$ cat src/rtl/keypad_time_entry.sv
// 4x4 matrix keypad scanner with debounce, one-shot key events and a
// four-digit BCD shift register that presents the entered cook time in binary.
module keypad_time_entry #(
    parameter int SCAN_TICKS     = 100_000,
    parameter int DEBOUNCE_SCANS = 5
) (
    input  logic        clk,
    input  logic        reset,
    input  logic [3:0]  row,
    input  logic        entry_enable,
    input  logic        entry_clear,
    output logic [3:0]  col,
    output logic        key_valid,
    output logic [3:0]  key_code,
    output logic        key_held,
    output logic        enter_pulse,
    output logic [13:0] entry_data
);

    localparam int TICK_W = (SCAN_TICKS > 1) ? $clog2(SCAN_TICKS) : 1;
    localparam int CNT_W  = $clog2(DEBOUNCE_SCANS + 1);

    localparam logic [3:0] CODE_STAR  = 4'd14;
    localparam logic [3:0] CODE_POUND = 4'd15;

    typedef enum logic [1:0] {IDLE, DEBOUNCE, HELD} state_t;

    logic [3:0]        row_meta_q, row_sync_q;
    logic [TICK_W-1:0] tick_q;
    logic [1:0]        col_idx_q;
    logic [3:0]        col_q;
    logic [1:0]        hits_q;
    logic [3:0]        code_acc_q;

    state_t            state_q;
    logic [3:0]        cand_q;
    logic [CNT_W-1:0]  cnt_q;
    logic              key_valid_q, key_held_q, enter_pulse_q;
    logic [3:0]        key_code_q;
    logic [3:0]        dig_q [4];

    logic              last_tick, scan_done, scan_single;
    logic [3:0]        row_hit;
    logic [2:0]        col_hits, total_hits;
    logic [1:0]        row_idx;
    logic [3:0]        this_code, scan_code;

    function automatic logic [3:0] key_map(input logic [1:0] r, input logic [1:0] c);
        logic [3:0] code;
        case ({r, c})
            4'h0: code = 4'd1;   4'h1: code = 4'd2;   4'h2: code = 4'd3;   4'h3: code = 4'd10;
            4'h4: code = 4'd4;   4'h5: code = 4'd5;   4'h6: code = 4'd6;   4'h7: code = 4'd11;
            4'h8: code = 4'd7;   4'h9: code = 4'd8;   4'hA: code = 4'd9;   4'hB: code = 4'd12;
            4'hC: code = 4'd14;  4'hD: code = 4'd0;   4'hE: code = 4'd15;  default: code = 4'd13;
        endcase
        return code;
    endfunction

    always_comb begin
        last_tick = (tick_q == TICK_W'(SCAN_TICKS - 1));
        scan_done = last_tick && (col_idx_q == 2'd3);
        row_hit   = ~row_sync_q;
        col_hits  = {2'b00, row_hit[0]} + {2'b00, row_hit[1]}
                  + {2'b00, row_hit[2]} + {2'b00, row_hit[3]};
        row_idx   = 2'd0;
        for (int i = 3; i >= 0; i--) begin
            if (row_hit[i]) row_idx = 2'(i);
        end
        this_code   = key_map(row_idx, col_idx_q);
        // Hits from the final column are folded in here so the verdict is ready on the done tick.
        total_hits  = {1'b0, hits_q} + col_hits;
        scan_single = (total_hits == 3'd1);
        scan_code   = (col_hits == 3'd1) ? this_code : code_acc_q;
    end

    always_ff @(posedge clk or negedge reset) begin
        if (!reset) begin
            row_meta_q <= 4'hF;
            row_sync_q <= 4'hF;
            tick_q     <= '0;
            col_idx_q  <= 2'd0;
            col_q      <= 4'b1110;
            hits_q     <= 2'd0;
            code_acc_q <= 4'd0;
        end else begin
            row_meta_q <= row;
            row_sync_q <= row_meta_q;
            if (last_tick) begin
                tick_q    <= '0;
                col_idx_q <= col_idx_q + 2'd1;
                col_q     <= {col_q[2:0], col_q[3]};
                if (scan_done) begin
                    hits_q <= 2'd0;
                end else begin
                    hits_q <= (total_hits >= 3'd2) ? 2'd2 : total_hits[1:0];
                    if (col_hits == 3'd1) code_acc_q <= this_code;
                end
            end else begin
                tick_q <= tick_q + TICK_W'(1);
            end
        end
    end

    always_ff @(posedge clk or negedge reset) begin
        if (!reset) begin
            state_q     <= IDLE;
            cand_q      <= 4'd0;
            cnt_q       <= '0;
            key_valid_q <= 1'b0;
            key_code_q  <= 4'd0;
            key_held_q  <= 1'b0;
        end else begin
            key_valid_q <= 1'b0;
            if (scan_done) begin
                case (state_q)
                    IDLE: begin
                        if (scan_single) begin
                            cand_q  <= scan_code;
                            cnt_q   <= CNT_W'(1);
                            state_q <= DEBOUNCE;
                        end
                    end
                    DEBOUNCE: begin
                        if (scan_single && scan_code == cand_q) begin
                            if (cnt_q == CNT_W'(DEBOUNCE_SCANS - 1)) begin
                                state_q     <= HELD;
                                key_valid_q <= 1'b1;
                                key_code_q  <= cand_q;
                                key_held_q  <= 1'b1;
                                cnt_q       <= '0;
                            end else begin
                                cnt_q <= cnt_q + CNT_W'(1);
                            end
                        end else if (scan_single) begin
                            cand_q <= scan_code;
                            cnt_q  <= CNT_W'(1);
                        end else begin
                            state_q <= IDLE;
                            cnt_q   <= '0;
                        end
                    end
                    HELD: begin
                        // Release needs consecutive empty scans; any key seen restarts the count.
                        if (scan_single) begin
                            cnt_q <= '0;
                        end else if (cnt_q == CNT_W'(DEBOUNCE_SCANS - 1)) begin
                            state_q    <= IDLE;
                            key_held_q <= 1'b0;
                            cnt_q      <= '0;
                        end else begin
                            cnt_q <= cnt_q + CNT_W'(1);
                        end
                    end
                    default: begin
                        state_q <= IDLE;
                        cnt_q   <= '0;
                    end
                endcase
            end
        end
    end

    always_ff @(posedge clk or negedge reset) begin
        if (!reset) begin
            enter_pulse_q <= 1'b0;
            for (int i = 0; i < 4; i++) dig_q[i] <= 4'd0;
        end else begin
            enter_pulse_q <= key_valid_q && entry_enable && (key_code_q == CODE_POUND);
            if (entry_clear) begin
                for (int i = 0; i < 4; i++) dig_q[i] <= 4'd0;
            end else if (key_valid_q && entry_enable) begin
                if (key_code_q <= 4'd9) begin
                    dig_q[3] <= dig_q[2];
                    dig_q[2] <= dig_q[1];
                    dig_q[1] <= dig_q[0];
                    dig_q[0] <= key_code_q;
                end else if (key_code_q == CODE_STAR) begin
                    for (int i = 0; i < 4; i++) dig_q[i] <= 4'd0;
                end
            end
        end
    end

    always_comb begin
        entry_data = {10'd0, dig_q[3]} * 14'd1000 + {10'd0, dig_q[2]} * 14'd100
                   + {10'd0, dig_q[1]} * 14'd10   + {10'd0, dig_q[0]};
    end

    assign col         = col_q;
    assign key_valid   = key_valid_q;
    assign key_code    = key_code_q;
    assign key_held    = key_held_q;
    assign enter_pulse = enter_pulse_q;

endmodule

$ cat config.mk
export PLATFORM = sky130hd
export DESIGN_NAME = keypad_time_entry
export DESIGN_NICKNAME = d
export VERILOG_FILES = /design/src/rtl/keypad_time_entry.sv
export SDC_FILE = /design/constraint.sdc
export NUM_CORES = 1
export LEC_CHECK = 0
export CAP_MARGIN = 0
export CORE_ASPECT_RATIO = 1.1
export CORE_MARGIN = 2
export CORE_UTILIZATION = 50
export CTS_BUF_LIST = sky130_fd_sc_hd__clkbuf_2 sky130_fd_sc_hd__clkbuf_4 sky130_fd_sc_hd__clkbuf_8
export DETAILED_ROUTE_END_ITERATION = 10
export GPL_TIMING_DRIVEN = 0
export PLACE_DENSITY = 0.76
export SLEW_MARGIN = 20
export SYNTH_ARGS = -nofsm -noshare
export SYNTH_HDL_FRONTEND = slang
export SYNTH_SLANG_ARGS = --single-unit
$ cat constraint.sdc
create_clock -name clk -period 11.4 [get_ports clk]
set_input_delay 1.14 -clock clk [delete_from_list [all_inputs] [get_ports clk]]
set_output_delay 1.14 -clock clk [all_outputs]
set_load 0.01 [all_outputs]
# --- Word level (Yosys, flattened, before mapping) ---
# Memories as Yosys holds them, arrays and structs flattened.
# Index checks and enable logic that the tools add are counted.
word_totals:
  word_cells: 107
  ram_bits: 0
  mem_count: 1
  register_bits: 69
  output_inout_bits: 25
  latchBits: 0
  romBits: 64
  in_bits: 8
mem_list:
  columns: ["memory", "depth", "width", "rd", "rd_clocked_by_memory_dff", "wr", "line_no", "rtl"]
  rows:
  - ["(name not given)", 16, 4, 1, 0, 0, "50", "case ({r, c})"]
op_classes:
  mul: 3
  n_addsub: 10
  eq_ne: 18
  n_bitwise: 2
  n_lt_le_gt_ge: 2
  shifts: 0
  n_reduce_logical: 16
  div_mod_pow: 0
  muxes: 37
op_table:
  columns: ["op", "count"]
  rows:
  - ["two-way mux 16 bit", 4]
  - ["two-way mux 2 bit", 12]
  - ["adder 17 x 1 -> 17 bit (second input constant)", 1]
  - ["equality test 17 bit (second input constant)", 1]
  - ["two-way mux 17 bit", 1]
  - ["adder 14 x 11 -> 14 bit", 1]
  - ["adder 14 x 4 -> 14 bit", 1]
  - ["adder 14 x 8 -> 14 bit", 1]
  - ["two-way mux 3 bit", 4]
  - ["two-way mux 4 bit", 3]
  - ["inequality test 2 bit (second input constant)", 6]
  - ["AND reduction 6 bit", 2]
  - ["multiplier 4 x 7 -> 11 bit (second input constant)", 1]
  - ["multiplier 4 x 5 -> 9 bit (second input constant)", 1]
  - ["two-way mux 1 bit", 9]
  - ["one-hot mux 3 bit (3 select lines)", 1]
  - ["equality test 4 bit (second input constant)", 2]
  - ["one-hot mux 4 bit (2 select lines)", 1]
  - ["multiplier 4 x 3 -> 7 bit (second input constant)", 1]
  - ["equality test 3 x 1 -> 1 bit (second input constant)", 2]
  - ["inequality test 3 bit (second input constant)", 2]
  - ["one-hot mux 2 bit (3 select lines)", 1]
  - ["AND reduction 2 bit", 3]
  - ["nonzero test 2 bit", 3]
  - ["other kinds (20)", 24]

# --- Longest topological paths before layout ---
# An unclocked memory read counts as a cell.
depth:
  depth_word: 12
  ltp_mapped: 17

# --- Worst setup path before layout ---
# No wires, ideal clock.
synth_timing:
  path_kind: "reg2out"
  start: "register dig_q[2] in the netlist's numbering"
  end: "output entry_data[13]"
  stages_incl_launch_ff: 17
  setup_slack_ns: 6.179
  t_arrival_ns: 4.081
  cell_sequence: "dfrtp_1 fa_1 inv_1 fa_1 inv_1 ha_1 a21o_1 a21oi_1 xor2_1 ha_1 ha_1 ha_1 or3_1 o21ai_0 a21oi_1 a31oi_1 xnor2_1"
synth_via:
  elab_chain_len: 4
synth_rtl:
  columns: ["element", "line_no", "rtl"]
  rows:
  - ["start: declaration", "40", "logic [3:0] dig_q [4];"]
  - ["multiplier 4 x 7 -> 11 bit", "185", "entry_data = {10'd0, dig_q[3]} * 14'd1000 + {10'd0, dig_q[2]} * 14'd100"]
  - ["adder 14 x 11 -> 14 bit", "185", null]
  - ["adder 14 x 8 -> 14 bit", "186", "+ {10'd0, dig_q[1]} * 14'd10 + {10'd0, dig_q[0]};"]
  - ["adder 14 x 4 -> 14 bit", "186", null]
  - ["end: declaration", "17", "output logic [13:0] entry_data"]
# No other way between the ends.

# --- Worst setup path after layout ---
# Same ends and word-level chain as after synthesis.

==> summary.txt <==
Clocking
  – Bufs on Longest Clock Path: 2
  – Post-CTS Hold Buffers: 0
  – Latest clock arrival within the worst-skew pair: 0.34 ns
  – Clock tree root driver cell: clkbuf_8
  – Clock sinks: 69
  – H-tree depth: 3
  – PostCTS Resize Cnt: 0
  – CTS tree: built
  – Postcts setup bufs: 0
  – Reg clk slew, reported paths: 0.07 ns
  – CTS buffer count: 9

Finish
  – Fraction of layout cells with a size suffix above 1: 0.0924
  – Antenna cells: 0
  – Commonest non-fill, non-tap cell in the layout: ha_1
  – Most frequent cells in the layout: ha_1, dfrtp_1, inv_1
  – Synth-to-Final Area Change: 13.7%
  – Fin cells: 672
  – Post-Route Utilization: 0.581
  – Post-route cell area: 5690 µm²
  – Final Net Count: 635

Job
  – Max Cap Viol: 0

Timing
  – Final setup fails: 0
  – Setup_tns: 0 ns
  – Min cycle time layout: 6.37 ns
  – Peak Freq: 157 MHz
  – Worst Skew: 0.00777 ns
  – Final Max Slew Viols: 0
  – RSZ-0062 raised after global routing: no
  – Final period utilization: 0.558
  – Worst slew pin tran: 0.857 ns
  – Headroom to the max-slew limit: 0.426
  – Final Hold Fails: 0

Die
  – Io pins: 33
  – Die boundary width: 99.4 µm
  – Core Area: 9790 µm²
  – Die ar.: 10,800 µm²
  – Starting Density: 0.511
  – FP Rows: 38
  – Die span in y: 109 µm

Setup path
  – Crit end category: output port
  – Nature of the critical path startpoint: flop
  – WP data required: 10.26 ns
  – Worst EP arrival: 5.23 ns
  – Max incr delay on CP: 0.62 ns
  – CP Max Fanout: 7
  – Kind of critical path: reg -> out
  – Slowest cell on the critical path: fa_1
  – Crit path cell chain: fa_1 > inv_1 > fa_1 > inv_1 > ha_1 > a21o_1 > a21oi_1 > xor2_1 > ha_1 > ha_1 > ha_1 > or3_1 > o21ai_0 > a21oi_1 > a31oi_1 > xnor2_1 > clkdlybuf4s50_1
  – Cell mode on critical path: ha_1

Route
  – Remaining antenna violation count after routing: 0
  – Drt first pass iters: 5
  – Total number of vias: 3,730
  – Drt drc: 0
  – Final wirelength: 9.54 mm
  – Routed len/inst: 14.2 µm
  – Vias per cell: 5.55
  – Initial DRC Count: 126

Global route
  – Largest net degree at the start of global routing: 40
  – Vias in the first global route: 3,888
  – Overall routing resource usage: 0.196
  – Grt ovf: 0
  – Met1 Use GR: 0.230
  – First-pass GRT wire length: 17.2 mm
  – Antenna violations before repair: 0
  – M3 GR Usage: 0.0327
  – Met2 Use GR: 0.359
  – Top Usage Layer GRT: met2

Min path
  – Min-Delay Path Class: reg -> reg

Yosys
  – Syn Nets: 592
  – Top_reg_cell synth: dfrtp_1
  – Seq/Total Area, Yosys: 0.348
  – Synth async-reset ratio: 1.00
  – YS warnings: 0
  – Post-synthesis cell count: 504
  – Synthesized area per cell: 9.94 µm²
  – Number of flops mapped to enable cells by yosys: 0
  – Synth Cell Area: 5010 µm²
  – Library cells used by synthesis: 65
  – #FFs+latches synth: 69

Place
  – Placed Instances: 656
  – GP Congestion: 0.883
  – IO buf count: 31
  – Half-perimeter wire length after placement: 7.37 mm
  – Post-place instance area: 5490 µm²

Power and ir drop
  – Power density over the cells: 85.6 nW/µm²
  – Maximum vdd drop: 0.0776 mV
  – Leakage: 2.81 nW
  – Overall power: 487 µW

Run status
  – Outcome: finished, final reports clean
logic make-up (layout without fill, tap and decap cells):
logic type,Yosys count,after routing,share of synthesized area
AND/OR/NAND/NOR,155,155,0.166
AO/OA/AOI/OAI,90,90,0.120
adder cells (fa/ha/maj),80,80,0.228
flip-flops,69,69,0.348
buffers and inverters,62,110,0.0485
XOR/XNOR,35,35,0.0612
multiplexers,13,13,0.0287
metrics by stage:
stage | hold slack, ns | setup WS (ns)
floorplan | 0.345 | 6.18
global placement | 0.346 | 5.46
detailed placement | 0.347 | 5.38
CTS | 0.358 | 4.99
global route | 0.361 | 4.72
finish | 0.358 | 5.03
worst max-delay path, delay by kind of cell (launching register included):
kind            cells  cell delay [ns]
flops               1             0.50
fa+ha+maj           6             2.26
xor+xnor            2             0.32
simple gates        1             0.34
compound gates      5             0.78
buf+inv             3             0.69
synthesized netlist by cell type, drive strengths merged, types with 9 or more instances:
master / instances / share of area
a21oi: 19 / 0.019
a22oi: 11 / 0.016
dfrtp: 58 / 0.29
dfstp: 11 / 0.058
fa: 19 / 0.076
ha: 61 / 0.15
inv: 49 / 0.037
mux2: 11 / 0.025
nand2: 45 / 0.034
nand3: 15 / 0.017
nor2: 38 / 0.030
nor2b: 9 / 0.011
nor3: 9 / 0.010
o21ai: 25 / 0.025
xnor2: 23 / 0.040
xor2: 12 / 0.021
cell type report:
| cell class | instances | area (µm²) |
|---|---|---|
| clock buffer | 10 | 138 |
| tap | 120 | 150 |
| timing repair buffer | 32 | 328 |
| multi-input combinational | 373 | 3020 |
| clock inverter | 6 | 70.1 |
| fill | 839 | 4100 |
| inverter | 49 | 184 |
| buffer | 13 | 58.8 |
| sequential | 69 | 1740 |
layer usage:
metal  share of wire  routed length [µm]
met3           0.029                 273
met2            0.52                4980
met5               0                   0
met4           0.018                 174
met1            0.43                4110
sequential cells by signal, summed over array words and instances, names as in the netlist, 3 cells and up:
signal / cells
cand_q: 4
cnt_q: 3
code_acc_q: 4
col: 4
dig_q: 16
key_code: 4
row_meta_q: 4
row_sync_q: 4
tick_q: 17
worst paths after layout:
check / from / endpoint / slack (ns) / cells after the start
max in group asynchronous: reset / row_sync_q[3] / 10.10 / 2
min: row_meta_q[3] / row_sync_q[3] / 0.36 / 0
min reg2reg: row_meta_q[3] / row_sync_q[3] / 0.36 / 0
min in group asynchronous: reset / tick_q[4] / 0.71 / 1
max: dig_q[2] / entry_data[13] / 5.03 / 17
max reg2reg: row_sync_q[3] / key_code[3] / 7.64 / 9
power breakdown:
part	switching (mW)	internal [mW]	leakage [nW]
logic	0.0204	0.0109	1.80
registers	0.00126	0.247	0.911
clock network	0.0994	0.108	0.0951
total	0.121	0.366	2.81
(Power assumes the default switching activity.)
